## config.mk

```make
export PLATFORM = sky130hd
export DESIGN_NAME = mem_sram_slave
export DESIGN_NICKNAME = d
export VERILOG_FILES = /design/src/rtl/mem_pkg.sv /design/src/rtl/sram_io_reg.sv /design/src/rtl/mem_sram_slave.sv
export SDC_FILE = /design/constraint.sdc
export NUM_CORES = 1
export LEC_CHECK = 0
export ABC_AREA = 1
export BUFFER_PORTS_ARGS = -buffer_cell sky130_fd_sc_hd__buf_2
export CORE_MARGIN = 5
export CORE_UTILIZATION = 47
export CTS_CLUSTER_SIZE = 8
export DETAILED_ROUTE_END_ITERATION = 16
export GPL_ROUTABILITY_DRIVEN = 1
export PLACE_DENSITY = 0.76
export SETUP_SLACK_MARGIN = 0.05
export SYNTH_ARGS = -nofsm -noshare
export SYNTH_HDL_FRONTEND = slang
export SYNTH_SLANG_ARGS = --single-unit
```

## constraint.sdc

```tcl
create_clock -name clk -period 2.4 [get_ports clk]
set_input_delay 0.24 -clock clk [delete_from_list [all_inputs] [get_ports clk]]
set_output_delay 0.24 -clock clk [all_outputs]
set_load 0.01 [all_outputs]
```

## src/rtl/mem_pkg.sv

```systemverilog
`default_nettype none
// ============================================================================
//  Module      : mem_pkg
//  Description : Shared types and constants for the SRAM bus slave.
//                FSM state encoding, SRAM strobe bundle and the legal range
//                of the per-half-word access length.
//  Revision    : 1.0  initial release
// ============================================================================
package mem_pkg;

  // Transaction sequencer states
  typedef enum logic [1:0] {
    ST_IDLE   = 2'd0,
    ST_ACC_LO = 2'd1,
    ST_ACC_HI = 2'd2,
    ST_DONE   = 2'd3
  } state_t;

  // Active-low SRAM control strobes, bundled so they travel together
  typedef struct packed {
    logic ce_n;
    logic oe_n;
    logic we_n;
    logic lb_n;
    logic ub_n;
  } sram_strb_t;

  // All strobes deasserted
  localparam sram_strb_t c_strb_idle = 5'b11111;

  // Legal bounds for the access length; the lower bound leaves room for a
  // one-cycle setup, at least one write-pulse cycle and a one-cycle hold.
  localparam int c_wait_min = 3;
  localparam int c_wait_max = 15;

  // Which half-words a request touches: bit 0 = low half, bit 1 = high half.
  // Reads always fetch both halves; writes skip halves with no byte enabled.
  function automatic logic [1:0] halves_needed(input logic we,
                                               input logic [3:0] be);
    return {(~we) | (|be[3:2]), (~we) | (|be[1:0])};
  endfunction

endpackage
`default_nettype wire

```

## src/rtl/sram_io_reg.sv

```systemverilog
`default_nettype none
// ============================================================================
//  Module      : sram_io_reg
//  Description : Output register bank for every SRAM-facing signal. Kept as
//                a plain flop per pin with no logic behind it so the flops
//                can be placed in the I/O cells.
//  Ports       : clk, rst_n          clock, async active-low reset
//                strb_d, addr_d,     next-cycle strobes, half-word address,
//                dq_o_d, dq_oe_d     write data and pad output enable
//                sram_*              registered pad outputs
//  Revision    : 1.0  initial release
// ============================================================================
module sram_io_reg
  import mem_pkg::*;
#(
  parameter int ADDR_W = 18
) (
  input  logic              clk,
  input  logic              rst_n,
  input  sram_strb_t        strb_d,
  input  logic [ADDR_W:0]   addr_d,
  input  logic [15:0]       dq_o_d,
  input  logic              dq_oe_d,
  output logic [ADDR_W:0]   sram_addr,
  output logic [15:0]       sram_dq_o,
  output logic              sram_dq_oe,
  output logic              sram_ce_n,
  output logic              sram_oe_n,
  output logic              sram_we_n,
  output logic              sram_lb_n,
  output logic              sram_ub_n
);

  sram_strb_t            strb_q;
  logic [ADDR_W:0]       addr_q;
  logic [15:0]           dq_o_q;
  logic                  dq_oe_q;

  // Reset drives every strobe inactive immediately, so an interrupted write
  // pulse is cut short without waiting for a clock edge.
  always_ff @(posedge clk or negedge rst_n) begin
    if (!rst_n) begin
      strb_q  <= c_strb_idle;
      addr_q  <= '0;
      dq_o_q  <= '0;
      dq_oe_q <= 1'b0;
    end else begin
      strb_q  <= strb_d;
      addr_q  <= addr_d;
      dq_o_q  <= dq_o_d;
      dq_oe_q <= dq_oe_d;
    end
  end

  assign sram_addr  = addr_q;
  assign sram_dq_o  = dq_o_q;
  assign sram_dq_oe = dq_oe_q;
  assign sram_ce_n  = strb_q.ce_n;
  assign sram_oe_n  = strb_q.oe_n;
  assign sram_we_n  = strb_q.we_n;
  assign sram_lb_n  = strb_q.lb_n;
  assign sram_ub_n  = strb_q.ub_n;

endmodule
`default_nettype wire

```

## src/rtl/mem_sram_slave.sv

```systemverilog
`default_nettype none
// ============================================================================
//  Module      : mem_sram_slave
//  Description : Bus slave serving 32-bit word reads/writes from a 16-bit
//                asynchronous SRAM. Each request becomes up to two half-word
//                accesses (low half first) of WAIT_CYCLES clocks each,
//                followed by a one-cycle bus_ack.
//  Ports       : clk, rst_n                      clock, async active-low reset
//                bus_req/we/addr/wdata/be        request from the bus master
//                bus_rdata, bus_ack              response to the bus master
//                sram_addr, sram_dq_o/_i/_oe     SRAM address and data pads
//                sram_ce_n/oe_n/we_n/lb_n/ub_n   SRAM strobes (active low)
//  Revision    : 1.0  initial release
// ============================================================================
module mem_sram_slave
  import mem_pkg::*;
#(
  parameter int ADDR_W      = 18,
  parameter int WAIT_CYCLES = 3
) (
  input  logic              clk,
  input  logic              rst_n,
  input  logic              bus_req,
  input  logic              bus_we,
  input  logic [ADDR_W-1:0] bus_addr,
  input  logic [31:0]       bus_wdata,
  input  logic [3:0]        bus_be,
  output logic [31:0]       bus_rdata,
  output logic              bus_ack,
  output logic [ADDR_W:0]   sram_addr,
  output logic [15:0]       sram_dq_o,
  input  logic [15:0]       sram_dq_i,
  output logic              sram_dq_oe,
  output logic              sram_ce_n,
  output logic              sram_oe_n,
  output logic              sram_we_n,
  output logic              sram_lb_n,
  output logic              sram_ub_n
);

  generate
    if (WAIT_CYCLES < c_wait_min || WAIT_CYCLES > c_wait_max) begin : g_bad_wait
      $error("mem_sram_slave: WAIT_CYCLES out of range 3..15");
    end
  endgenerate

  // Counter value loaded at the start of each access; it counts down to 0,
  // so the access cycle index is k = c_cnt_last - cnt.
  localparam logic [3:0] c_cnt_last = 4'(WAIT_CYCLES - 1);

  state_t              state_q,   state_d;
  logic [3:0]          cnt_q,     cnt_d;
  logic [ADDR_W-1:0]   addr_q,    addr_d;
  logic                we_q,      we_d;
  logic [31:0]         wdata_q,   wdata_d;
  logic [3:0]          be_q,      be_d;
  logic                need_hi_q, need_hi_d;
  logic [31:0]         rdata_q,   rdata_d;
  logic                ack_q,     ack_d;
  logic [1:0]          need;

  // Pad values for the next cycle, registered inside sram_io_reg
  sram_strb_t          io_strb_d;
  logic [ADDR_W:0]     io_addr_d;
  logic [15:0]         io_dq_d;
  logic                io_dq_oe_d;
  logic                acc_d;
  logic                half_d;
  logic [1:0]          be_half_d;

  // --------------------------------------------------------------------------
  // Sequencer: request latch, access counter and read data capture
  // --------------------------------------------------------------------------
  always_comb begin
    state_d   = state_q;
    cnt_d     = cnt_q;
    addr_d    = addr_q;
    we_d      = we_q;
    wdata_d   = wdata_q;
    be_d      = be_q;
    need_hi_d = need_hi_q;
    rdata_d   = rdata_q;
    need      = halves_needed(bus_we, bus_be);

    case (state_q)
      ST_IDLE: begin
        if (bus_req) begin
          addr_d    = bus_addr;
          we_d      = bus_we;
          wdata_d   = bus_wdata;
          be_d      = bus_be;
          need_hi_d = need[1];
          cnt_d     = c_cnt_last;
          if (need[0]) begin
            state_d = ST_ACC_LO;
          end else if (need[1]) begin
            state_d = ST_ACC_HI;
          end else begin
            state_d = ST_DONE;
          end
        end
      end

      ST_ACC_LO: begin
        if (cnt_q == 4'd0) begin
          // Last cycle of the access: the SRAM output has settled for
          // WAIT_CYCLES-1 cycles since oe_n fell.
          if (!we_q) begin
            rdata_d[15:0] = sram_dq_i;
          end
          cnt_d   = c_cnt_last;
          state_d = need_hi_q ? ST_ACC_HI : ST_DONE;
        end else begin
          cnt_d = cnt_q - 4'd1;
        end
      end

      ST_ACC_HI: begin
        if (cnt_q == 4'd0) begin
          if (!we_q) begin
            rdata_d[31:16] = sram_dq_i;
          end
          state_d = ST_DONE;
        end else begin
          cnt_d = cnt_q - 4'd1;
        end
      end

      ST_DONE: begin
        state_d = ST_IDLE;
      end

      default: begin
        state_d = ST_IDLE;
      end
    endcase

    ack_d = (state_d == ST_DONE);
  end

  // --------------------------------------------------------------------------
  // Pad values derived from the *next* state so that, once registered, the
  // strobes line up exactly with the cycles spent in each access state.
  // --------------------------------------------------------------------------
  always_comb begin
    acc_d      = (state_d == ST_ACC_LO) || (state_d == ST_ACC_HI);
    half_d     = (state_d == ST_ACC_HI);
    be_half_d  = half_d ? be_d[3:2] : be_d[1:0];
    io_strb_d  = c_strb_idle;
    io_addr_d  = '0;
    io_dq_d    = '0;
    io_dq_oe_d = 1'b0;

    if (acc_d) begin
      io_strb_d.ce_n = 1'b0;
      io_addr_d      = {addr_d, half_d};
      if (we_d) begin
        io_dq_oe_d     = 1'b1;
        io_dq_d        = half_d ? wdata_d[31:16] : wdata_d[15:0];
        io_strb_d.lb_n = ~be_half_d[0];
        io_strb_d.ub_n = ~be_half_d[1];
        // Write pulse excludes the first and last cycle so address and data
        // are stable one cycle either side of it.
        io_strb_d.we_n = (cnt_d == 4'd0) || (cnt_d == c_cnt_last);
      end else begin
        io_strb_d.oe_n = 1'b0;
        io_strb_d.lb_n = 1'b0;
        io_strb_d.ub_n = 1'b0;
      end
    end
  end

  always_ff @(posedge clk or negedge rst_n) begin
    if (!rst_n) begin
      state_q   <= ST_IDLE;
      cnt_q     <= '0;
      addr_q    <= '0;
      we_q      <= 1'b0;
      wdata_q   <= '0;
      be_q      <= '0;
      need_hi_q <= 1'b0;
      rdata_q   <= '0;
      ack_q     <= 1'b0;
    end else begin
      state_q   <= state_d;
      cnt_q     <= cnt_d;
      addr_q    <= addr_d;
      we_q      <= we_d;
      wdata_q   <= wdata_d;
      be_q      <= be_d;
      need_hi_q <= need_hi_d;
      rdata_q   <= rdata_d;
      ack_q     <= ack_d;
    end
  end

  assign bus_rdata = rdata_q;
  assign bus_ack   = ack_q;

  sram_io_reg #(
    .ADDR_W (ADDR_W)
  ) u_io (
    .clk        (clk),
    .rst_n      (rst_n),
    .strb_d     (io_strb_d),
    .addr_d     (io_addr_d),
    .dq_o_d     (io_dq_d),
    .dq_oe_d    (io_dq_oe_d),
    .sram_addr  (sram_addr),
    .sram_dq_o  (sram_dq_o),
    .sram_dq_oe (sram_dq_oe),
    .sram_ce_n  (sram_ce_n),
    .sram_oe_n  (sram_oe_n),
    .sram_we_n  (sram_we_n),
    .sram_lb_n  (sram_lb_n),
    .sram_ub_n  (sram_ub_n)
  );

endmodule
`default_nettype wire

```

==> Yosys cells after proc, flatten, opt, wreduce, memory -nomap -nowiden <==
Cells that the tools add are included.
{ "totals": {"regBits": 136, "latchBits": 0, "mem_bits_rw": 0, "mem_bits_ro": 0, "in_bits": 74, "out_inout_bits": 74, "wordCells": 71, "mem_count": 0} }
{ "op_classes": {"addsub": 1, "multipliers": 0, "div_mod_pow": 0, "magnitude_cmp": 0, "eq_ne": 7, "n_shift": 0, "muxes": 29, "n_bitwise": 6, "n_reduce_logical": 10} }
{ "op_table": {"columns": ["op", "n"], "rows": [
  ["2-to-1 mux 32 bit", 2],
  ["2-to-1 mux 16 bit", 3],
  ["2-to-1 mux 18 bit", 2],
  ["2-to-1 mux 4 bit", 5],
  ["2-to-1 mux 19 bit", 1],
  ["2-to-1 mux 2 bit", 6],
  ["case mux 4 bit (3 select lines)", 1],
  ["equality test 2 bit (second input constant)", 4],
  ["zero test 4 bit", 2],
  ["case mux 2 bit (4 select lines)", 1],
  ["2-to-1 mux 1 bit", 7],
  ["AND reduction 3 bit", 2],
  ["2-to-1 mux 5 bit", 1],
  ["equality test 2 x 1 -> 1 bit (second input constant)", 2],
  ["equality test 4 x 2 -> 1 bit (second input constant)", 1],
  ["inverter 1 bit", 4],
  ["OR reduction 2 bit", 2],
  ["subtractor 4 x 1 -> 4 bit (second input constant)", 1],
  ["zero test 2 bit", 1],
  ["logical OR 1 bit", 2],
  ["OR 1 bit", 2],
  ["AND reduction 2 bit", 1]
]} }

==> Logic depth before layout (Yosys ltp) <==
Gate-level depths: netlist (run 1).
{ "logic_depth": {"depth_word": 11, "mapped_depth": 15, "depth_no_buf": 11} }

==> Hierarchy <==
A second synthesis (run 1) with hierarchy kept.
{ "hier_totals": {"hier_cells": 556, "area_unflattened_um2": 5312.6} }
{ "by_module_without_submodules": {"columns": ["module", "n_inst", "cells_each", "area_each_um2", "seq_area_each_um2"], "rows": [
  ["mem_sram_slave", 1, 515, 4280.4, 2377.3],
  ["sram_io_reg", 1, 41, 1032.2, 1032.2]
]} }

==> Worst setup path before layout (run 1) <==
Ideal clock, no wire load.
{ "synth_timing": {"path_type": "flip-flop to flip-flop", "start": "reg state_q[0]", "end": "reg u_io.dq_oe_q, in the netlist u_io.sram_dq_oe", "setup_ns": 0.121, "arrival_ns": 2.170, "t_required_ns": 2.279, "path_slack_ns": 0.109, "stages_incl_launch_ff": 15, "path_buffers": 4, "synth_period_minus_slack_ns": 2.291, "cell_sequence": "dfrtp_1 > nor2_4 > nand2_4 > inv_2 > buf_6 > buf_6 > nand2_1 > nand3b_1 > inv_1 > ha_1 > buf_1 > inv_1 > nand2_4 > buf_6 > inv_1"} }
{ "synth_via": {"elab_chain_len": 5, "word_cells_on_any_way": 14, "cone_classes": "eq/ne: 5; mux: 7; reduce/logical: 2"} }
{ "synth_lines": {"columns": ["item", "line_no", "source"], "rows": [
  ["start: declaration", "mem_sram_slave.sv:51", "state_t state_q, state_d;"],
  ["start signal: assignment", "mem_sram_slave.sv:185", "state_q <= state_d;"],
  ["equality test 2 bit (tied with other cells)", "mem_sram_slave.sv:85", "case (state_q)"],
  ["case mux 2 bit (4 select lines) (*)", "mem_sram_slave.sv:85", null],
  ["net state_d[0]", "mem_sram_slave.sv:51", null],
  ["equality test 2 x 1 -> 1 bit or equality test 2 bit (tied branches)", "mem_sram_slave.sv:146", "acc_d = (state_d == ST_ACC_LO) || (state_d == ST_ACC_HI);"],
  ["logical OR 1 bit (*)", "mem_sram_slave.sv:146", null],
  ["2-to-1 mux 1 bit (*)", "mem_sram_slave.sv:154", "if (acc_d) begin"],
  ["net io_dq_oe_d", "mem_sram_slave.sv:66", "logic io_dq_oe_d;"],
  ["end signal: assignment", "sram_io_reg.sv:51", "dq_oe_q <= dq_oe_d;"],
  ["end: declaration", "sram_io_reg.sv:37", "logic dq_oe_q;"]
]} }
The timed path passes the listed nets; every way through them passes the cells marked *.
A chain may end at the register's enable or synchronous reset.

==> Worst setup path after layout (run 1) <==
{ "layout_timing": {"start": "reg cnt_q[0]", "end": "reg u_io.dq_o_q[4], in the netlist u_io.sram_dq_o[4]"} }
{ "layout_via": {"elab_chain_len": 7, "word_cells_on_any_way": 10, "cone_classes": "eq/ne: 2; mux: 6; reduce/logical: 2"} }
{ "layout_lines": {"columns": ["item", "line_no", "source"], "rows": [
  ["start: declaration", "mem_sram_slave.sv:52", "logic [3:0] cnt_q, cnt_d;"],
  ["start signal: assignment", "mem_sram_slave.sv:186", "cnt_q <= cnt_d;"],
  ["zero test 4 bit (*)", "mem_sram_slave.sv:105, mem_sram_slave.sv:119", null],
  ["2-to-1 mux 2 bit, on equally long branches", "mem_sram_slave.sv:119, mem_sram_slave.sv:105", null],
  ["case mux 2 bit (4 select lines) (*)", "mem_sram_slave.sv:85", null],
  ["net state_d[0]", "mem_sram_slave.sv:51", null],
  ["equality test 2 bit", "mem_sram_slave.sv:146, mem_sram_slave.sv:147", null],
  ["2-to-1 mux 16 bit", "mem_sram_slave.sv:159", "io_dq_d = half_d ? wdata_d[31:16] : wdata_d[15:0];"],
  ["2-to-1 mux 16 bit", "mem_sram_slave.sv:157", "if (we_d) begin"],
  ["2-to-1 mux 16 bit (*)", "mem_sram_slave.sv:154", null],
  ["net io_dq_d[4]", "mem_sram_slave.sv:65", "logic [15:0] io_dq_d;"],
  ["end signal: assignment", "sram_io_reg.sv:50", "dq_o_q <= dq_o_d;"],
  ["end: declaration", "sram_io_reg.sv:36", "logic [15:0] dq_o_q;"]
]} }
Marks and branches as above.

==> results.sh, run 1 <==
export IMPL_status="completed"
export IMPL_post_dp_cell_area_um2=6220
export IMPL_clock_skew_ns=0.00683
export IMPL_via_per_inst=4.79
export IMPL_drv_slew=0
export IMPL_cpLargestDelayFamily="simple AND/OR/NAND/NOR gates"
export IMPL_fill_cells=973
export IMPL_grt_pass1_vias=4268
export IMPL_ys_seq_area_share_pct=63.5
export IMPL_grt_ovfl_total=0
export IMPL_reg2reg_depth=10
export IMPL_place_congestion=0.829
export IMPL_numPortBuffers=147
export IMPL_ir_worst_vdd_v=0.000916
export IMPL_clk_latency_ns=0.40
export IMPL_min_period_ns=2.20
export IMPL_ant_nets=0
export IMPL_rr_startpoint="cnt_q[0]$_DFF_PN0_"
export IMPL_cts_max_path_buffers=2
export IMPL_max_stage_delay_ns=0.38
export IMPL_fin_nets=785
export IMPL_hold_path_end="wdata_q[21]$_DFF_PN0_"
export IMPL_die_y_um=117
export IMPL_whs_path_depth=3
export IMPL_cts_tree="built"
export IMPL_synth_area_leader_cell="dfrtp_1"
export IMPL_fp_row_count=39
export IMPL_routed_wl_mm=12.4
export IMPL_crit_required_ns=2.68
export IMPL_floorplan_initialDensity_pct=47.4
export IMPL_regToRegEndpoint="u_io.sram_dq_o[4]$_DFF_PN0_"
export IMPL_num_io_pins=148
export IMPL_power_per_cell_area_nw_per_um2=1480
export IMPL_start_kind="flop"
export IMPL_area_growth_syn_to_layout_pct=27.9
export IMPL_synth_flop_cell="dfrtp_1"
export IMPL_synth_top_cells_by_area="dfrtp_1 (61%), nand2_1 (11%), o21ai_0 (4.8%)"
export IMPL_drive_gt1_share_pct=32.8
export IMPL_max_cap_violations=0
export IMPL_r2r_slack_ns=0.20
export IMPL_end_kind="flop"
export IMPL_antenna_found_initial=2
export IMPL_clk_pin_slew_worst_paths_ns=0.06
export IMPL_synth_cell_area_um2=5370
export IMPL_drcViolationCount=0
export IMPL_hold_path_class="in -> reg"
export IMPL_post_route_util_pct=60.7
export IMPL_dp_hpwl_mm=8.57
export IMPL_critPathSlowestCell="dfrtp_1"
export IMPL_worst_pin_slew_ns=0.607
export IMPL_cts_sinks=136
export IMPL_drtIter0Drc=259
export IMPL_die_x_um=117
export IMPL_max_freq_mhz=455
export IMPL_synthMostInstantiatedCell="nand2_1"
export IMPL_grt_max_degree=62
export IMPL_synth_top_cell_area_share_pct=61.1
export IMPL_fin_tns_setup_ns=0
export IMPL_cts_setup_buffers=0
export IMPL_crit_arrival_ns=2.48
export IMPL_vias=4147
export IMPL_crit_top_cell="inv_1"
export IMPL_slew_limit_headroom_pct=59.5
export IMPL_cts_root_buf="clkbuf_16"
export IMPL_core_area_um2=11300
export IMPL_finalSetupViolCount=0
export IMPL_grt_util_all_layers_pct=19.1
export IMPL_mappedNetlistNets=632
export IMPL_h_tree_depth=4
export IMPL_ys_types=30
export IMPL_path_max_fanout=17
export IMPL_wire_per_inst_um=14.3
export IMPL_crit_type="reg -> reg"
export IMPL_synth_edff_count=0
export IMPL_synthTopCellsByCount="nand2_1 (158), dfrtp_1 (131), nor2_1 (57), inv_1 (53), o21ai_0 (51)"
export IMPL_finalInstanceArea_um2=6870
export IMPL_min_delay_start="bus_wdata[21]"
export IMPL_numCtsBuffers=17
export IMPL_total_power_mw=10.2
export IMPL_placed_cells=830
export IMPL_power_leakage_nw=3.69
export IMPL_drt_pass1_iter_count=4
export IMPL_finalCritPeriodShare_pct=91.6
export IMPL_multi_input_area_um2=1630
export IMPL_synth_cells=554
export IMPL_synthArstFlopShare_pct=100
export IMPL_finalHoldViolCount=0
export IMPL_path_cells="inv_1 -> ha_1 -> nand3_2 -> nor2_1 -> nand3b_1 -> inv_1 -> ha_4 -> clkinvlp_4 -> nand2_8 -> nor3_1"
export IMPL_seq_area_um2=3410
export IMPL_grt_pass1_wl_mm=20.2
export IMPL_synth_seq_cells=136
export IMPL_syn_area_per_cell_um2=9.69
export IMPL_rsz0062_at_grt="false"
export IMPL_fin_cells=865
export IMPL_cp_buffers_inverters=3
export IMPL_die_area_um2=13700
export IMPL_yosysWarningCount=0
[per-layer routing]
layer,global-route usage [%],up-vias,share of wire (%)
met5,0,-,0
met4,9.86,0,1.9
met3,4.78,16,5.5
met2,31.6,113,52
met1,23.3,2003,41
li1,-,2015,-
[worst reg2reg max path, stage by stage (launching register included)]
cell        delay (ns)
dfrtp_1           0.38
inv_1             0.14
ha_1              0.24
nand3_2           0.17
nor2_1            0.15
nand3b_1          0.17
inv_1             0.10
ha_4              0.29
clkinvlp_4        0.15
nand2_8           0.19
nor3_1            0.09
[sequential cells by signal, summed over array words and instances (netlist names)]
signal,count
u_io.sram_lb_n,1
u_io.sram_we_n,1
u_io.sram_ce_n,1
u_io.sram_dq_oe,1
u_io.sram_addr,19
state_q,2
addr_q,18
u_io.sram_oe_n,1
we_q,1
cnt_q,4
u_io.sram_dq_o,16
need_hi_q,1
u_io.sram_ub_n,1
bus_rdata,32
be_q,4
bus_ack,1
wdata_q,32
[how the worst max path moves through the flow]
stage,to,slack (ns),depth (start not counted),start
floorplan,u_io.sram_dq_oe$_DFF_PN0_,0.11,14,state_q[0]$_DFF_PN0_
global placement,u_io.sram_lb_n$_DFF_PN1_,0.20,12,cnt_q[0]$_DFF_PN0_
detailed placement,u_io.sram_dq_o[7]$_DFF_PN0_,0.04,11,cnt_q[0]$_DFF_PN0_
CTS,u_io.sram_dq_o[5]$_DFF_PN0_,0.11,10,cnt_q[0]$_DFF_PN0_
global route,u_io.sram_dq_o[5]$_DFF_PN0_,0.07,11,cnt_q[0]$_DFF_PN0_
finish,u_io.sram_dq_o[4]$_DFF_PN0_,0.20,10,cnt_q[0]$_DFF_PN0_
[kinds of logic after synthesis]
group / synth area share [%]
AND/OR/NAND/NOR: 22.7
adder cells (fa/ha/maj): 0.932
buffers and inverters: 6.69
flip-flops: 63.5
AO/OA/AOI/OAI: 6.13
[layout by cell type (no fill, tap or decap), drive strengths merged, types with 4 or more instances in the layout]
cell type / instances
ha: 4
buf: 157
dfrtp: 131
inv: 53
nor2: 58
nor3: 17
nand3: 6
clkinv: 4
dfstp: 5
clkbuf: 24
o21ai: 54
nand2: 170
or2: 19
[power breakdown]
part           internal [mW]  total, mW  switching (mW)  leakage [nW]
registers               3.39       3.78           0.390          1.63
clock network           1.68       2.59           0.905         0.284
logic                   1.41       3.82            2.40          1.77
total                   6.49       10.2            3.70          3.69
[metrics by stage]
| stage | hold slack [ns] | worst slack (ns) |
|---|---|---|
| finish | 0.0568 | 0.202 |
| global route | 0.0420 | 0.0700 |
| CTS | 0.0368 | 0.108 |
| floorplan | -0.0556 | 0.109 |
| detailed placement | 0.259 | 0.0371 |
| global placement | 0.243 | 0.201 |
[what timing repair did]
action	4_1_cts	5_1_grt
endpoints found under the hold margin	58	0
resized for setup	2	5
endpoints found under the setup margin	15	20
hold buffers	1	0
[layout make-up]
cell class                 instances  area share (%)
inverter                          55            3.06
clock buffer                      24            6.87
clock inverter                     8            1.75
multi-input combinational        339            23.8
timing repair buffer             158            12.2
antenna                            2          0.0729
sequential                       136            49.7
tap                              143            2.61
(Power assumes the default switching activity.)
==> run 2: changes to the inputs <==
CELL_PAD_IN_SITES_DETAIL_PLACEMENT = 2   (was not set)
CELL_PAD_IN_SITES_GLOBAL_PLACEMENT = 2   (was not set)
CORE_UTILIZATION = 28   (was 47)
PLACE_DENSITY = not set   (was 0.76)
PLACE_DENSITY_LB_ADDON = 0.1   (was not set)
REMOVE_ABC_BUFFERS = 1   (was not set)
SLEW_MARGIN = 20   (was not set)
==> run 2 against run 1 <==
Utilization shrank 23 points. Flip-flop and latch count is the same. Clock-buffer cell count shrank 4. Clock skew is essentially flat. Largest power group unchanged. Worst hold slack lost 0.0092 ns. Via count grew 2.4%. Wire length grew 25%.
==> results.sh, run 2 (same netlist as run 1, synthesis figures left out) <==
export IMPL_cts_tree="built"
export IMPL_fill_cells=2080
export IMPL_finalCritPeriodShare_pct=89.9
export IMPL_floorplan_initialDensity_pct=28.6
export IMPL_layout_setup_ws_ns=0.242
export IMPL_start_kind="flop"
export IMPL_total_power_mw=10.2
export IMPL_crit_required_ns=2.73
export IMPL_finalSetupViolCount=0
export IMPL_clk_pin_slew_worst_paths_ns=0.06
export IMPL_min_period_ns=2.16
export IMPL_ir_worst_vdd_v=0.000504
export IMPL_diodes=0
export IMPL_r2r_slack_ns=0.24
export IMPL_vias=4248
export IMPL_layout_commonest_cell="nand2_1"
export IMPL_post_dp_cell_area_um2=6360
export IMPL_cts_sinks=136
export IMPL_hold_path_class="in -> reg"
export IMPL_drcViolationCount=0
export IMPL_max_cap_violations=0
export IMPL_worst_pin_slew_ns=0.718
export IMPL_area_growth_syn_to_layout_pct=30.0
export IMPL_seq_area_um2=3410
export IMPL_max_freq_mhz=463
export IMPL_die_y_um=148
export IMPL_place_congestion=0.711
export IMPL_routed_wl_mm=15.5
export IMPL_slew_limit_headroom_pct=52.1
export IMPL_cts_setup_buffers=0
export IMPL_status="completed"
export IMPL_dp_hpwl_mm=10.9
export IMPL_wire_per_inst_um=16.2
export IMPL_final_cell_mix="nand2_1 (158), buf_2 (146), dfrtp_1 (131)"
export IMPL_finalHoldViolCount=0
export IMPL_power_leakage_nw=3.70
export IMPL_ant_nets=0
export IMPL_pre_cts_ws_ns=-0.0198
export IMPL_drv_slew=0
export IMPL_multi_input_area_um2=1620
export IMPL_rsz0062_at_grt="false"
export IMPL_grt_pass1_vias=4999
export IMPL_clk_latency_ns=0.42
export IMPL_crit_type="reg -> reg"
export IMPL_grt_util_all_layers_pct=14.7
export IMPL_drtIter0Drc=135
export IMPL_numCtsBuffers=17
export IMPL_via_per_inst=4.45
export IMPL_crit_arrival_ns=2.49
export IMPL_power_per_cell_area_nw_per_um2=1470
export IMPL_fin_nets=786
export IMPL_antenna_found_initial=0
export IMPL_path_max_fanout=17
export IMPL_fp_row_count=50
export IMPL_drt_pass1_iter_count=4
export IMPL_grt_ovfl_total=0
export IMPL_die_x_um=148
export IMPL_numPortBuffers=147
export IMPL_h_tree_depth=4
export IMPL_grt_max_degree=74
export IMPL_clock_skew_ns=0.00633
export IMPL_num_io_pins=148
export IMPL_cts_max_path_buffers=2
export IMPL_end_kind="flop"
export IMPL_core_area_um2=18800
export IMPL_cts_root_buf="clkbuf_16"
export IMPL_die_area_um2=22000
export IMPL_drive_gt1_share_pct=33.6
export IMPL_finalInstanceArea_um2=6980
export IMPL_grt_pass1_wl_mm=25.6
[run 2: metrics by stage]
step	util (%)	hold WS [ns]	setup TNS, ns	std cells
finish	37.2	0.0476	0	955
global route	37.2	0.0375	0	955
CTS	37.1	0.0238	0	955
detailed placement	33.9	0.322	-0.0198	922
global placement	33.9	0.313	0	922
floorplan	-	-0.0556	-9.15	530
[run 2: worst paths after layout]
path	startpoint	end	depth (start not counted)
worst min register to register	bus_rdata[8]$_DFFE_PN0P_	bus_rdata[8]$_DFFE_PN0P_	2
min in group asynchronous	rst_n	bus_rdata[22]$_DFFE_PN0P_	2
max in group asynchronous	rst_n	u_io.sram_oe_n$_DFF_PN1_	3
worst max-delay path	cnt_q[0]$_DFF_PN0_	u_io.sram_dq_o[3]$_DFF_PN0_	10
worst max register to register	cnt_q[0]$_DFF_PN0_	u_io.sram_dq_o[3]$_DFF_PN0_	10
worst min-delay path	bus_wdata[16]	wdata_q[16]$_DFF_PN0_	3
[run 2: area by class of cell]
| cell class | count | share of cell area [%] |
|---|---|---|
| well taps | 234 | 4.19 |
| clock inverters | 12 | 1.79 |
| inverters | 55 | 2.96 |
| clock buffers | 20 | 6.68 |
| multi-input cells | 339 | 23.2 |
| flip-flops and latches | 136 | 48.8 |
| repair buffers | 159 | 12.3 |
[run 2: power by group]
group / leakage (nW) / switching [mW] / internal [mW]
combinational: 1.78 / 2.45 / 1.39
clock: 0.288 / 1.01 / 1.60
sequential: 1.63 / 0.405 / 3.39
[run 2: metal layers]
metal	vias up	share of wire [%]	GRT usage [%]
met4	0	1.2	4.99
met5	-	0	0
met2	94	51	25.5
met3	13	4.1	3.93
li1	2014	-	-
met1	2127	44	17.8
[run 2: repair_timing]
item	in CTS	in global routing
resized for setup	1	5
endpoints found under the hold margin	67	0
hold buffers	1	0
endpoints found under the setup margin	16	19
[run 2: critical path, cell delays in order (launching register included)]
cell      delay, ns
dfrtp_1        0.37
inv_1          0.12
ha_1           0.22
nand3_2        0.17
nor2_1         0.17
nand3b_1       0.18
inv_1          0.07
ha_2           0.29
inv_2          0.13
nand2_8        0.14
nor3_2         0.22
==> run 3: changes to the inputs <==
ABC_AREA = 0   (was 1)
CORE_UTILIZATION = 31   (was 28)
==> run 3 against run 2 <==
Clock-buffer cell count increased by 1. Highest routed layer is now met5. Global-route usage shrank 0.27 points. Non-clock buffer count increased by 13. Area after synthesis fell by 2.7%. Wire length fell by 9.4%. Via count decreased by 18%. Flip-flop and latch count did not move. Die area is 11% lower.
==> results.sh, run 3 <==
export IMPL_status="completed"
export IMPL_cp_buffers_inverters=3
export IMPL_clock_skew_ns=0.00749
export IMPL_ys_seq_area_share_pct=65.3
export IMPL_cts_max_path_buffers=2
export IMPL_drv_slew=0
export IMPL_crit_cells=11
export IMPL_path_cells="inv_1 -> ha_4 -> nor3b_4 -> inv_2 -> nand2_1 -> o21ai_2 -> o21ai_1 -> ha_2 -> or2_4 -> clkbuf_16 -> nor3_2"
export IMPL_crit_type="reg -> reg"
export IMPL_synth_cells=369
export IMPL_drt_pass1_iter_count=4
export IMPL_crit_end="u_io.sram_dq_o[3]$_DFF_PN0_"
export IMPL_clk_pin_slew_worst_paths_ns=0.06
export IMPL_crit_required_ns=2.73
export IMPL_fill_cells=1710
export IMPL_synth_seq_cells=136
export IMPL_fin_cells=775
export IMPL_start_kind="flop"
export IMPL_core_area_um2=16600
export IMPL_finalCritPeriodShare_pct=92.8
export IMPL_synth_top_cell_area_share_pct=62.8
export IMPL_fp_row_count=47
export IMPL_numCtsBuffers=17
export IMPL_die_x_um=140
export IMPL_num_io_pins=148
export IMPL_fin_tns_setup_ns=0
export IMPL_rsz0062_at_grt="false"
export IMPL_synth_edff_count=0
export IMPL_rr_startpoint="cnt_q[1]$_DFF_PN0_"
export IMPL_synth_top_cells_by_area="dfrtp_1 (63%), mux2_2 (19%), nor2_1 (2.7%)"
export IMPL_vias=3499
export IMPL_drcViolationCount=0
export IMPL_r2r_slack_ns=0.17
export IMPL_ant_nets=0
export IMPL_wire_per_inst_um=18.1
export IMPL_synthMostInstantiatedCell="dfrtp_1"
export IMPL_post_route_util_pct=43.0
export IMPL_reg2reg_depth=11
export IMPL_finalSetupViolCount=0
export IMPL_max_freq_mhz=449
export IMPL_synthTopCellsByCount="dfrtp_1 (131), mux2_2 (88), nor2_1 (38), nor2b_1 (20), nor3_1 (18)"
export IMPL_place_congestion=0.762
export IMPL_area_growth_syn_to_layout_pct=36.4
export IMPL_slew_limit_headroom_pct=66.6
export IMPL_path_max_fanout=8
export IMPL_ir_worst_vdd_v=0.000555
export IMPL_yosysWarningCount=0
export IMPL_cts_sinks=136
export IMPL_cpLargestDelayFamily="simple AND/OR/NAND/NOR gates"
export IMPL_h_tree_depth=4
export IMPL_clk_latency_ns=0.41
export IMPL_via_per_inst=4.51
export IMPL_cts_root_buf="clkbuf_16"
export IMPL_routed_wl_mm=14.0
export IMPL_end_kind="flop"
export IMPL_synth_flop_cell="dfrtp_1"
export IMPL_final_cell_mix="buf_2 (146), dfrtp_1 (131), mux2_2 (88)"
export IMPL_min_period_ns=2.23
export IMPL_crit_arrival_ns=2.56
export IMPL_layout_setup_ws_ns=0.174
export IMPL_max_cap_violations=0
export IMPL_diodes=0
export IMPL_placed_cells=735
export IMPL_power_leakage_nw=3.35
export IMPL_critPathSlowestCell="dfrtp_1"
export IMPL_numPortBuffers=147
export IMPL_synth_area_leader_cell="dfrtp_1"
export IMPL_ys_types=38
export IMPL_regToRegEndpoint="u_io.sram_dq_o[3]$_DFF_PN0_"
export IMPL_grt_util_all_layers_pct=14.5
export IMPL_total_power_mw=10.7
export IMPL_syn_area_per_cell_um2=14.1
export IMPL_power_per_cell_area_nw_per_um2=1500
export IMPL_die_y_um=140
export IMPL_synth_cell_area_um2=5220
export IMPL_worst_pin_slew_ns=0.500
export IMPL_layout_commonest_cell="buf_2"
export IMPL_die_area_um2=19500
export IMPL_drive_gt1_share_pct=58.6
export IMPL_drtIter0Drc=55
export IMPL_finalHoldViolCount=0
export IMPL_synthArstFlopShare_pct=100
export IMPL_setup_worst_path_start="cnt_q[1]$_DFF_PN0_"
export IMPL_pre_cts_ws_ns=-0.0262
export IMPL_grt_ovfl_total=0
export IMPL_grt_max_degree=51
export IMPL_cts_tree="built"
export IMPL_antenna_found_initial=1
export IMPL_grt_pass1_vias=4024
export IMPL_grt_pass1_wl_mm=22.1
export IMPL_floorplan_initialDensity_pct=31.5
export IMPL_dp_hpwl_mm=9.92
export IMPL_fin_nets=620
export IMPL_max_stage_delay_ns=0.40
export IMPL_hold_path_class="in -> reg"
[run 3: cell count changes after synthesis, sizes merged, moves of 3 or more]
cell	change
a31oi	+3
clkbuf	-6
inv	-44
mux2	+88
nand2	-167
nand3	-3
nor2	-20
nor2b	+20
o21ai	-50
or2	-18
[run 3: worst min path at each step]
stage                              from                         to  slack [ns]  cells past startpoint
after global routing      sram_dq_i[11]  bus_rdata[11]$_DFFE_PN0P_        0.06                      2
final                      bus_addr[10]       addr_q[10]$_DFF_PN0_        0.07                      2
after CTS                        bus_we      need_hi_q$_DFFE_PN0P_        0.05                      2
after floorplan                   rst_n        addr_q[0]$_DFF_PN0_       -0.06                      0
after detailed placement          rst_n         cnt_q[2]$_DFF_PN0_        0.22                      1
after global placement            rst_n         cnt_q[3]$_DFF_PN0_        0.21                      1
[run 3: cell families after synthesis]
kind of cell	synth area share, %
multiplexers	19.4
buffers and inverters	2.90
AO/OA/AOI/OAI	2.52
adder cells (fa/ha/maj)	1.15
AND/OR/NAND/NOR	8.60
XOR/XNOR	0.168
flip-flops	65.3
[run 3: area by class of cell]
cell class                 count  area, µm²  area share, %
clock buffer                  21        480           6.74
clock inverter                11        121           1.70
inverter                      11       41.3          0.580
multi-input combinational    204       1810           25.4
sequential                   136       3410           47.9
tap                          220        275           3.86
timing repair buffer         172        987           13.9
[run 3: where the power goes]
group | leakage, nW | internal (mW) | total [mW] | switching (mW)
registers | 1.64 | 3.43 | 3.87 | 0.444
logic | 1.42 | 2.04 | 4.22 | 2.17
clock network | 0.295 | 1.64 | 2.61 | 0.978
total | 3.35 | 7.11 | 10.7 | 3.60
[run 3: per-stage QoR]
step                area, µm²  hold slack, ns
detailed placement       6290           0.216
floorplan                5110         -0.0556
CTS                      6930          0.0490
global route             7120          0.0599
global placement         6290           0.209
finish                   7120          0.0695
[run 3: timing repair]
| action | 4_1_cts | 5_1_grt |
|---|---|---|
| pin swaps | 1 | 2 |
| resized for setup | 6 | 29 |
| gates cloned | 0 | 1 |
| endpoints found under the hold margin | 46 | 0 |
| setup buffers | 1 | 5 |
| hold buffers | 1 | 0 |
| setup endpoints to repair | 18 | 19 |
[run 3: routing by layer]
metal | vias to the layer above | global-route usage (%) | routed length [µm]
li1 | 1599 | - | -
met1 | 1791 | 17.7 | 5990
met2 | 92 | 24.2 | 7050
met3 | 15 | 4.94 | 826
met4 | 2 | 4.28 | 152
met5 | - | 0 | 7
